`config.mk`:
```
export PLATFORM = sky130hd
export DESIGN_NAME = safe_lock_ctrl_flat
export DESIGN_NICKNAME = d
export VERILOG_FILES = /design/src/rtl/safe_lock_ctrl_pkg.sv /design/src/rtl/safe_lock_ctrl_if.sv /design/src/rtl/safe_lock_ctrl_digit_buffer.sv /design/src/rtl/safe_lock_ctrl.sv /design/src/flat_wrapper.sv
export SDC_FILE = /design/constraint.sdc
export NUM_CORES = 1
export LEC_CHECK = 0
export CELL_PAD_IN_SITES_DETAIL_PLACEMENT = 0
export CELL_PAD_IN_SITES_GLOBAL_PLACEMENT = 2
export CORE_UTILIZATION = 25
export CTS_BUF_LIST = sky130_fd_sc_hd__clkbuf_8 sky130_fd_sc_hd__clkbuf_16
export DETAILED_ROUTE_END_ITERATION = 12
export HOLD_SLACK_MARGIN = 0.1
export MAX_ROUTING_LAYER = met4
export PLACE_DENSITY = 0.71
export SYNTH_ARGS = -nofsm -noshare
export SYNTH_HDL_FRONTEND = slang
export SYNTH_SLANG_ARGS = --single-unit
```
`constraint.sdc`:
```
create_clock -name clk -period 1.7 [get_ports clk]
set_clock_uncertainty 0.05 [all_clocks]
set_input_delay 0.34 -clock clk [delete_from_list [all_inputs] [get_ports clk]]
set_output_delay 0.34 -clock clk [all_outputs]
set_load 0.01 [all_outputs]
```
`src/rtl/safe_lock_ctrl_pkg.sv`:
```
// Shared state encodings and defaults for the safe lock controller.
// Also holds the reload value that the interval timer uses.
package safe_lock_ctrl_pkg;

  typedef enum logic [2:0] {
    S_IDLE    = 3'd0,
    S_ENTRY   = 3'd1,
    S_CHECK   = 3'd2,
    S_OPEN    = 3'd3,
    S_LOCKOUT = 3'd4
  } state_t;

  localparam int          DEF_CODE_LEN  = 4;
  localparam int          DEF_DIGIT_W   = 4;
  localparam int          DEF_MAX_FAILS = 3;
  localparam logic [15:0] DEF_CODE      = 16'h1234;
  localparam int          TIMER_RELOAD  = 10;
  localparam int          CNT_W         = 3;

endpackage

```
`src/rtl/safe_lock_ctrl_if.sv`:
```
// Keypad, control and interval-timer signals of the safe lock.
// master drives keypad/timer inputs, slave is the controller.
interface safe_lock_ctrl_if
  import safe_lock_ctrl_pkg::*;
#(
  parameter int CODE_LEN = DEF_CODE_LEN,
  parameter int DIGIT_W  = DEF_DIGIT_W
);

  logic                        digit_valid;
  logic [DIGIT_W-1:0]          digit;
  logic                        clear;
  logic                        lock_req;
  logic                        code_load;
  logic [CODE_LEN*DIGIT_W-1:0] new_code;
  logic                        timer_done;
  logic                        timer_start;
  logic                        unlocked;
  logic                        locked_out;
  logic                        err;
  logic [1:0]                  fail_count;
  logic [CNT_W-1:0]            digits_entered;

  modport master (
    output digit_valid, digit, clear, lock_req,
    output code_load, new_code, timer_done,
    input  timer_start, unlocked, locked_out,
    input  err, fail_count, digits_entered
  );

  modport slave (
    input  digit_valid, digit, clear, lock_req,
    input  code_load, new_code, timer_done,
    output timer_start, unlocked, locked_out,
    output err, fail_count, digits_entered
  );

endinterface

```
`src/rtl/safe_lock_ctrl_digit_buffer.sv`:
```
// Keypad entry shift register; first digit ends up in the MSBs.
// Also counts how many digits the current entry holds.
module digit_buffer
  import safe_lock_ctrl_pkg::*;
#(
  parameter int CODE_LEN = DEF_CODE_LEN,
  parameter int DIGIT_W  = DEF_DIGIT_W
) (
  input  logic                        clk,
  input  logic                        rst,
  input  logic                        shift_en,
  input  logic                        clr,
  input  logic [DIGIT_W-1:0]          digit,
  output logic [CODE_LEN*DIGIT_W-1:0] data,
  output logic [CNT_W-1:0]            count
);

  localparam int W = CODE_LEN * DIGIT_W;

  always_ff @(posedge clk or posedge rst) begin
    if (rst) begin
      data  <= '0;
      count <= '0;
    end else if (clr) begin
      data  <= '0;
      count <= '0;
    end else if (shift_en) begin
      data  <= {data[W-DIGIT_W-1:0], digit};
      count <= count + CNT_W'(1);
    end
  end

endmodule

```
`src/rtl/safe_lock_ctrl.sv`:
```
// Access-control FSM of the safe: entry, check, open and lockout.
// Drives the interval timer for the open window and lockout period.
module safe_lock_ctrl
  import safe_lock_ctrl_pkg::*;
#(
  parameter int CODE_LEN  = DEF_CODE_LEN,
  parameter int DIGIT_W   = DEF_DIGIT_W,
  parameter int MAX_FAILS = DEF_MAX_FAILS,
  parameter logic [CODE_LEN*DIGIT_W-1:0] DEFAULT_CODE = DEF_CODE
) (
  input logic              clk,
  input logic              rst,
  safe_lock_ctrl_if.slave  bus
);

  localparam int W = CODE_LEN * DIGIT_W;

  state_t         state;
  logic [W-1:0]   code;
  logic [W-1:0]   entry;
  logic           in_entry;
  logic           accept;
  logic           last;
  logic           buf_clr;
  logic           done_q;

  assign in_entry = (state == S_IDLE) || (state == S_ENTRY);
  assign accept   = in_entry && bus.digit_valid && !bus.clear &&
                    (bus.digit <= DIGIT_W'(9));
  assign last     = bus.digits_entered == CNT_W'(CODE_LEN - 1);
  assign buf_clr  = (in_entry && bus.clear) || (state == S_CHECK);
  // timer_done still shows the previous count while timer_start is high
  assign done_q   = bus.timer_done && !bus.timer_start;

  digit_buffer #(
    .CODE_LEN (CODE_LEN),
    .DIGIT_W  (DIGIT_W)
  ) u_buf (
    .clk      (clk),
    .rst      (rst),
    .shift_en (accept),
    .clr      (buf_clr),
    .digit    (bus.digit),
    .data     (entry),
    .count    (bus.digits_entered)
  );

  always_ff @(posedge clk or posedge rst) begin
    if (rst) begin
      state           <= S_IDLE;
      code            <= DEFAULT_CODE;
      bus.unlocked    <= 1'b0;
      bus.locked_out  <= 1'b0;
      bus.err         <= 1'b0;
      bus.timer_start <= 1'b0;
      bus.fail_count  <= 2'd0;
    end else begin
      bus.err         <= 1'b0;
      bus.timer_start <= 1'b0;
      unique case (state)
        S_IDLE, S_ENTRY: begin
          if (in_entry && bus.clear)
            state <= S_IDLE;
          else if (accept && last)
            state <= S_CHECK;
          else if (accept)
            state <= S_ENTRY;
        end
        S_CHECK: begin
          if (entry == code) begin
            state           <= S_OPEN;
            bus.fail_count  <= 2'd0;
            bus.unlocked    <= 1'b1;
            bus.timer_start <= 1'b1;
          end else if (int'(bus.fail_count) + 1 >= MAX_FAILS) begin
            state           <= S_LOCKOUT;
            bus.err         <= 1'b1;
            bus.locked_out  <= 1'b1;
            bus.timer_start <= 1'b1;
          end else begin
            state          <= S_IDLE;
            bus.err        <= 1'b1;
            bus.fail_count <= bus.fail_count + 2'd1;
          end
        end
        S_OPEN: begin
          if (bus.code_load)
            code <= bus.new_code;
          if (bus.lock_req || done_q) begin
            state        <= S_IDLE;
            bus.unlocked <= 1'b0;
          end
        end
        S_LOCKOUT: begin
          if (done_q) begin
            state          <= S_IDLE;
            bus.locked_out <= 1'b0;
            bus.fail_count <= 2'd0;
          end
        end
        default: state <= S_IDLE;
      endcase
    end
  end

endmodule

```
`src/flat_wrapper.sv`:
```
// flat-port wrapper written by rule: the top's interface ports become plain ports
module safe_lock_ctrl_flat import safe_lock_ctrl_pkg::*;
#(
  parameter int CODE_LEN  = DEF_CODE_LEN,
  parameter int DIGIT_W   = DEF_DIGIT_W,
  parameter int MAX_FAILS = DEF_MAX_FAILS,
  parameter logic [CODE_LEN*DIGIT_W-1:0] DEFAULT_CODE = DEF_CODE
)
  (clk, rst, bus_digit_valid, bus_digit, bus_clear, bus_lock_req, bus_code_load, bus_new_code, bus_timer_done, bus_timer_start, bus_unlocked, bus_locked_out, bus_err, bus_fail_count, bus_digits_entered);
  safe_lock_ctrl_if #(.CODE_LEN(CODE_LEN), .DIGIT_W(DIGIT_W)) bus_i ();
  input logic clk;
  input logic rst;
  input wire logic [$bits(bus_i.digit_valid)-1:0] bus_digit_valid;
  input wire logic [$bits(bus_i.digit)-1:0] bus_digit;
  input wire logic [$bits(bus_i.clear)-1:0] bus_clear;
  input wire logic [$bits(bus_i.lock_req)-1:0] bus_lock_req;
  input wire logic [$bits(bus_i.code_load)-1:0] bus_code_load;
  input wire logic [$bits(bus_i.new_code)-1:0] bus_new_code;
  input wire logic [$bits(bus_i.timer_done)-1:0] bus_timer_done;
  output wire logic [$bits(bus_i.timer_start)-1:0] bus_timer_start;
  output wire logic [$bits(bus_i.unlocked)-1:0] bus_unlocked;
  output wire logic [$bits(bus_i.locked_out)-1:0] bus_locked_out;
  output wire logic [$bits(bus_i.err)-1:0] bus_err;
  output wire logic [$bits(bus_i.fail_count)-1:0] bus_fail_count;
  output wire logic [$bits(bus_i.digits_entered)-1:0] bus_digits_entered;
  assign bus_i.digit_valid = bus_digit_valid;
  assign bus_i.digit = bus_digit;
  assign bus_i.clear = bus_clear;
  assign bus_i.lock_req = bus_lock_req;
  assign bus_i.code_load = bus_code_load;
  assign bus_i.new_code = bus_new_code;
  assign bus_i.timer_done = bus_timer_done;
  assign bus_timer_start = bus_i.timer_start;
  assign bus_unlocked = bus_i.unlocked;
  assign bus_locked_out = bus_i.locked_out;
  assign bus_err = bus_i.err;
  assign bus_fail_count = bus_i.fail_count;
  assign bus_digits_entered = bus_i.digits_entered;
  safe_lock_ctrl #(.CODE_LEN(CODE_LEN), .DIGIT_W(DIGIT_W), .MAX_FAILS(MAX_FAILS), .DEFAULT_CODE(DEFAULT_CODE)) u_core (.clk(clk), .rst(rst), .bus(bus_i));
endmodule
```
# Yosys cells after proc, flatten, opt, wreduce, memory -nomap -nowiden
# Cells that the tools add are included.
# op_classes
addsub,3
order_cmp,2
n_eq_ne,13
n_mux,28
reduce_logical,21
# ops
op,count
greater-or-equal comparator 32 x 3 -> 1 bit (second input constant),1
two-way mux 16 bit,2
two-way mux 3 bit,9
== test 16 bit,1
one-hot mux 3 bit (4 select lines),1
two-way mux 1 bit,10
== test 3 x 2 -> 1 bit (second input constant),3
AND reduction 3 bit,3
logical AND 1 bit,6
two-way mux 2 bit,3
inequality test 2 bit (second input constant),3
nonzero test 2 bit,3
<= comparator 4 bit (second input constant),1
inequality test 2 x 1 -> 1 bit (second input constant),2
inequality test 4 x 1 -> 1 bit (second input constant),1
one-hot mux 1 bit (2 select lines),2
one-hot mux 2 bit (2 select lines),1
AND reduction 4 bit,1
adder 2 x 1 -> 3 bit (second input constant),1
adder 3 x 1 -> 3 bit (second input constant),1
== test 3 x 1 -> 1 bit (second input constant),1
== test 3 bit (second input constant),1
zero test 3 bit,1
logical OR 1 bit,3
5 further kinds,6
# totals
register_bits,44
out_inout_bits,9
word_cells,76

# Depth between registers and ports, before layout
# depth
depth_word,9
mapped_depth,6
mapped_depth_nobuf,5

# Modules after synthesis
# A second synthesis with hierarchy kept.
# unflattened
hier_cells,175
hier_area_um2,2119.5
# by_module_without_submodules
mod,instances,cells_per_inst,area_per_inst_um2,seq_area_each_um2
safe_lock_ctrl,1,111,1322.5,631.9
digit_buffer,1,64,797.0,475.5

# Worst setup path after synthesis
# No wires, ideal clock.
# synth_timing
path_kind,flip-flop to flip-flop
start,register u_core.code[2]
end,register u_core.bus.fail_count[1]
setup_time_ns,0.122
arrival_ns,1.396
path_slack_ns,0.133
path_stages_with_launch,6
path_buffers,0
synth_period_minus_slack_ns,1.567
path_cell_list,dfstp_2 > xnor2_1 > nand4_1 > nor4_4 > nand3b_1 > o2bb2ai_1
# synth_between
elab_chain_cells,3
elab_cells_between_ends,5
cone_classes,2 x eq/ne; 2 x mux; 1 x reduce/logical
# synth_rtl
item,line_no,source
start: declaration,safe_lock_ctrl.sv:19,logic [W-1:0] code;
start signal: assignment,safe_lock_ctrl.sv:88,code <= bus.new_code;
== test 16 bit (*),safe_lock_ctrl.sv:70,if (entry == code) begin
inequality test 3 bit (no source line) / two-way mux 2 bit (equally long branches),n/a,
AND reduction 3 bit (no source line) / one-hot mux 2 bit (2 select lines) (equally long branches),n/a,
end signal: assignment,safe_lock_ctrl.sv:83,bus.fail_count <= bus.fail_count + 2'd1;
end: declaration,safe_lock_ctrl_if.sv:35,"output err, fail_count, digits_entered"
# Mark *: on every way between the ends. The rest lies on a longest branch, timed or not.
# A chain may end at the register's enable or synchronous reset.

# Worst setup path after layout
# layout_timing
start,register u_core.code[12]
end,register u_core.bus.fail_count[0]
# The elaborated chain is that of the path after synthesis.

==> results.txt <==
worst hold slack: 0.2232 ns
GPL Wtd Cong: 0.7016
Synth top area share: 0.4690
# DRC: 0
remaining antenna violation count: 0
placed insts: 322
RSZ-0062 raised after global routing: yes
Max Cap Violations: 0
leakage power total: 1.356 nW
Pwr per Cell Area: 791.2 mW/mm2
global routing usage on met1: 0.1648
global-route wire length before repair: 7424 um
fin crit share: 0.9834
worst skew pair latency: 0.30 ns
Clk Tree Root Cell: clkbuf_8
critical path capture point type: register
Final Setup Violations: 0
Util after Layout: 0.3666
Synth area leaders: dfrtp_1 (47%), mux2_2 (8.7%), mux2i_1 (8.2%), xnor2_1 (6.7%), dfstp_2 (6.3%)
Final Max Tran Viols: 0
Die Ht: 93.23 um
RR Startpoint: u_core.code[12]
register-to-register setup slack: 0.03 ns
Logic pwr share: 0.114
grt total ovfl: 0
H-tree depth: 2
Tmin final: 1.672 ns
ratio of cells with drive above 1 in the final layout: 0.2652
status: finished clean
DR vias/cell: 4.253
port buffer count: 35
row cnt: 32
Slew HR: 0.7474
Worst IR Drop VDD: 0.5394 mV
# diodes: 0
crit path DAT: 1.80 ns
largest net degree at the start of global routing: 28
maximum clock path buffer count: 2
worst min-delay path class: in2async
post-synthesis register bit count: 44
hpwl dp: 3089 um
Clk pwr share: 0.413
grt met3 use: 0.02683
drt pass-1 iters: 4
Die W: 93.23 um
CTS buffer count: 5
sequential-to-total area share from yosys stat: 0.5322
Critical Path Fanout Max: 7
top-level I/O count: 36
core footprint: 0.007888 mm2
Startpoint Class: register
Switching Share: 0.2137
endpoints failing hold: 0
met2 usage: 0.1544
synthesized area: 0.002081 mm2
switching power: 0.4890 mW
post-synth cell types: 33
critical path type: reg2reg
Initial Util: 0.2638
grt peak-use layer: met1
GRT Total Usage: 0.1139
die footprint: 0.008692 mm2
Synth Warn #: 0
Clock Sinks: 44
Layout area overhead: 38.97%
via count: 1412
required time worst endpoint: 1.83 ns
Syn Nets: 203
Cell Int Power: 1.799 mW
WL per Instance: 12.92 um
Clock transition at path regs: 0.09 ns
CTS tree: yes
final non-filler cell total: 332
Post-Synthesis Cells: 172
Routed Wire Length: 4288 um
fmax: 598.2 MHz
number of DRC markers after the initial detailed-route iteration: 78
Yosys top cell by area: dfrtp_1
Worst-Margin Slew: 0.3766 ns
Final #Nets: 260
capturing point of the worst reg2reg path: u_core.bus.fail_count[0]
vias in the first global route: 1458
cell depth of the worst flop-to-flop path: 6
Post-Syn Area per Cell: 12.10 um2
sequential share of power: 0.473
initial antenna violation count: 0
[critical path: stages (launching register included)]
cell	delay (ns)
dfstp_2	0.56
xnor2_2	0.11
nand4_1	0.15
nor4_4	0.33
buf_6	0.16
nor2_2	0.05
a2bb2oi_1	0.14
[registers in the layout, indices dropped and copies added, names as in the netlist]
signal	cells
u_core.bus.unlocked	1
u_core.bus.fail_count	2
u_core.code	16
u_core.bus.timer_start	1
u_core.bus.err	1
u_core.bus.locked_out	1
u_core.state	3
u_core.u_buf.count	3
u_core.u_buf.data	16
[cells in the final DEF, fill, tap and decap left out, types with 2 or more instances in the layout]
master / n
mux2i_1: 17
mux2_2: 16
clkbuf_8: 5
nor2_1: 24
a21oi_1: 4
xnor2_1: 12
buf_4: 18
o21ai_0: 2
clkdlybuf4s50_1: 35
dfrtp_1: 39
inv_1: 3
buf_12: 2
nor2b_1: 3
nand4_1: 5
bufinv_16: 2
nand2b_1: 3
xnor2_2: 4
dfstp_2: 5
nand2_1: 6
ha_1: 4
[per-stage QoR]
| step | setup slack, ns | power (mW) | setup TNS [ns] | cell area [um2] |
|---|---|---|---|---|
| 4_1_cts | -0.002261 | 2.319 | -0.002261 | 2859 |
| 5_1_grt | -0.08055 | 2.385 | -0.2968 | 2892 |
| 3_3_place_gp | -0.1430 | 1.354 | -2.493 | 2694 |
| 2_1_floorplan | 0.1326 | 1.210 | 0 | 2081 |
| 6_report | 0.02820 | 2.288 | 0 | 2892 |
| 3_5_place_dp | -0.1563 | 1.353 | -2.883 | 2694 |
[worst max-delay path by stage]
stage	from	end	slack, ns	cells past startpoint
after floorplan	u_core.code[2]	u_core.bus.fail_count[1]	0.13	5
after global placement	bus_digit[1]	u_core.state[0]	-0.14	7
after detailed placement	bus_digit[3]	u_core.u_buf.data[2]	-0.16	7
after CTS	u_core.code[12]	u_core.bus.fail_count[0]	-0.002	6
after global routing	u_core.code[12]	u_core.bus.fail_count[0]	-0.08	6
final	u_core.code[12]	u_core.bus.fail_count[0]	0.03	6
[layer usage]
layer	wire, um	vias up
li1	-	709
met1	2336	666
met2	1726	29
met3	158	8
met4	67	0
met5	0	-
[power groups by stage]
stage / combinational, mW / sequential (mW) / clock (mW)
floorplan: 0.112 / 1.10 / 0
global placement: 0.251 / 1.10 / 0
detailed placement: 0.250 / 1.10 / 0
CTS: 0.257 / 1.08 / 0.977
global route: 0.288 / 1.09 / 1.01
finish: 0.260 / 1.08 / 0.945
[synthesized netlist by cell type (all sizes together)]
cell type / number
nand3: 2
o41ai: 1
o311ai: 1
dfrtp: 39
a21oi: 4
nor2b: 3
nor2: 25
o32ai: 1
and2b: 2
nand2b: 3
nor4: 1
nand2: 6
buf: 6
a22oi: 1
nor3: 1
o2bb2ai: 1
dfstp: 5
a2bb2oi: 2
inv: 3
xnor2: 16
mux2: 16
xor2: 1
nand3b: 1
o21ai: 4
ha: 4
nand4: 5
a22o: 1
mux2i: 17
[what timing repair did]
item	CTS	global route
hold buffers	0	0
pin swaps	7	1
gates cloned	0	0
endpoints found under the setup margin	5	9
gates resized for setup	4	4
buffers inserted	1	1
[kinds of logic (layout without fill, tap and decap cells)]
group / Yosys count / count (layout) / share of synthesized area
AO/OA/AOI/OAI: 16 / 16 / 0.05773
XOR/XNOR: 17 / 17 / 0.07156
adder cells (fa/ha/maj): 4 / 4 / 0.02405
buffers and inverters: 9 / 67 / 0.02105
flip-flops: 44 / 44 / 0.5322
multiplexers: 33 / 33 / 0.1684
AND/OR/NAND/NOR: 49 / 49 / 0.1251
[cell type report]
| class | count | area, um2 |
|---|---|---|
| fill | 811 | 4996 |
| sequential | 44 | 1107 |
| multi-input combinational | 119 | 975.9 |
| timing repair buffer | 56 | 536.8 |
| tap | 102 | 127.6 |
| clock buffer | 5 | 68.82 |
| clock inverter | 3 | 63.81 |
| inverter | 3 | 11.26 |
No activity file was read; power rests on OpenSTA's default activity.
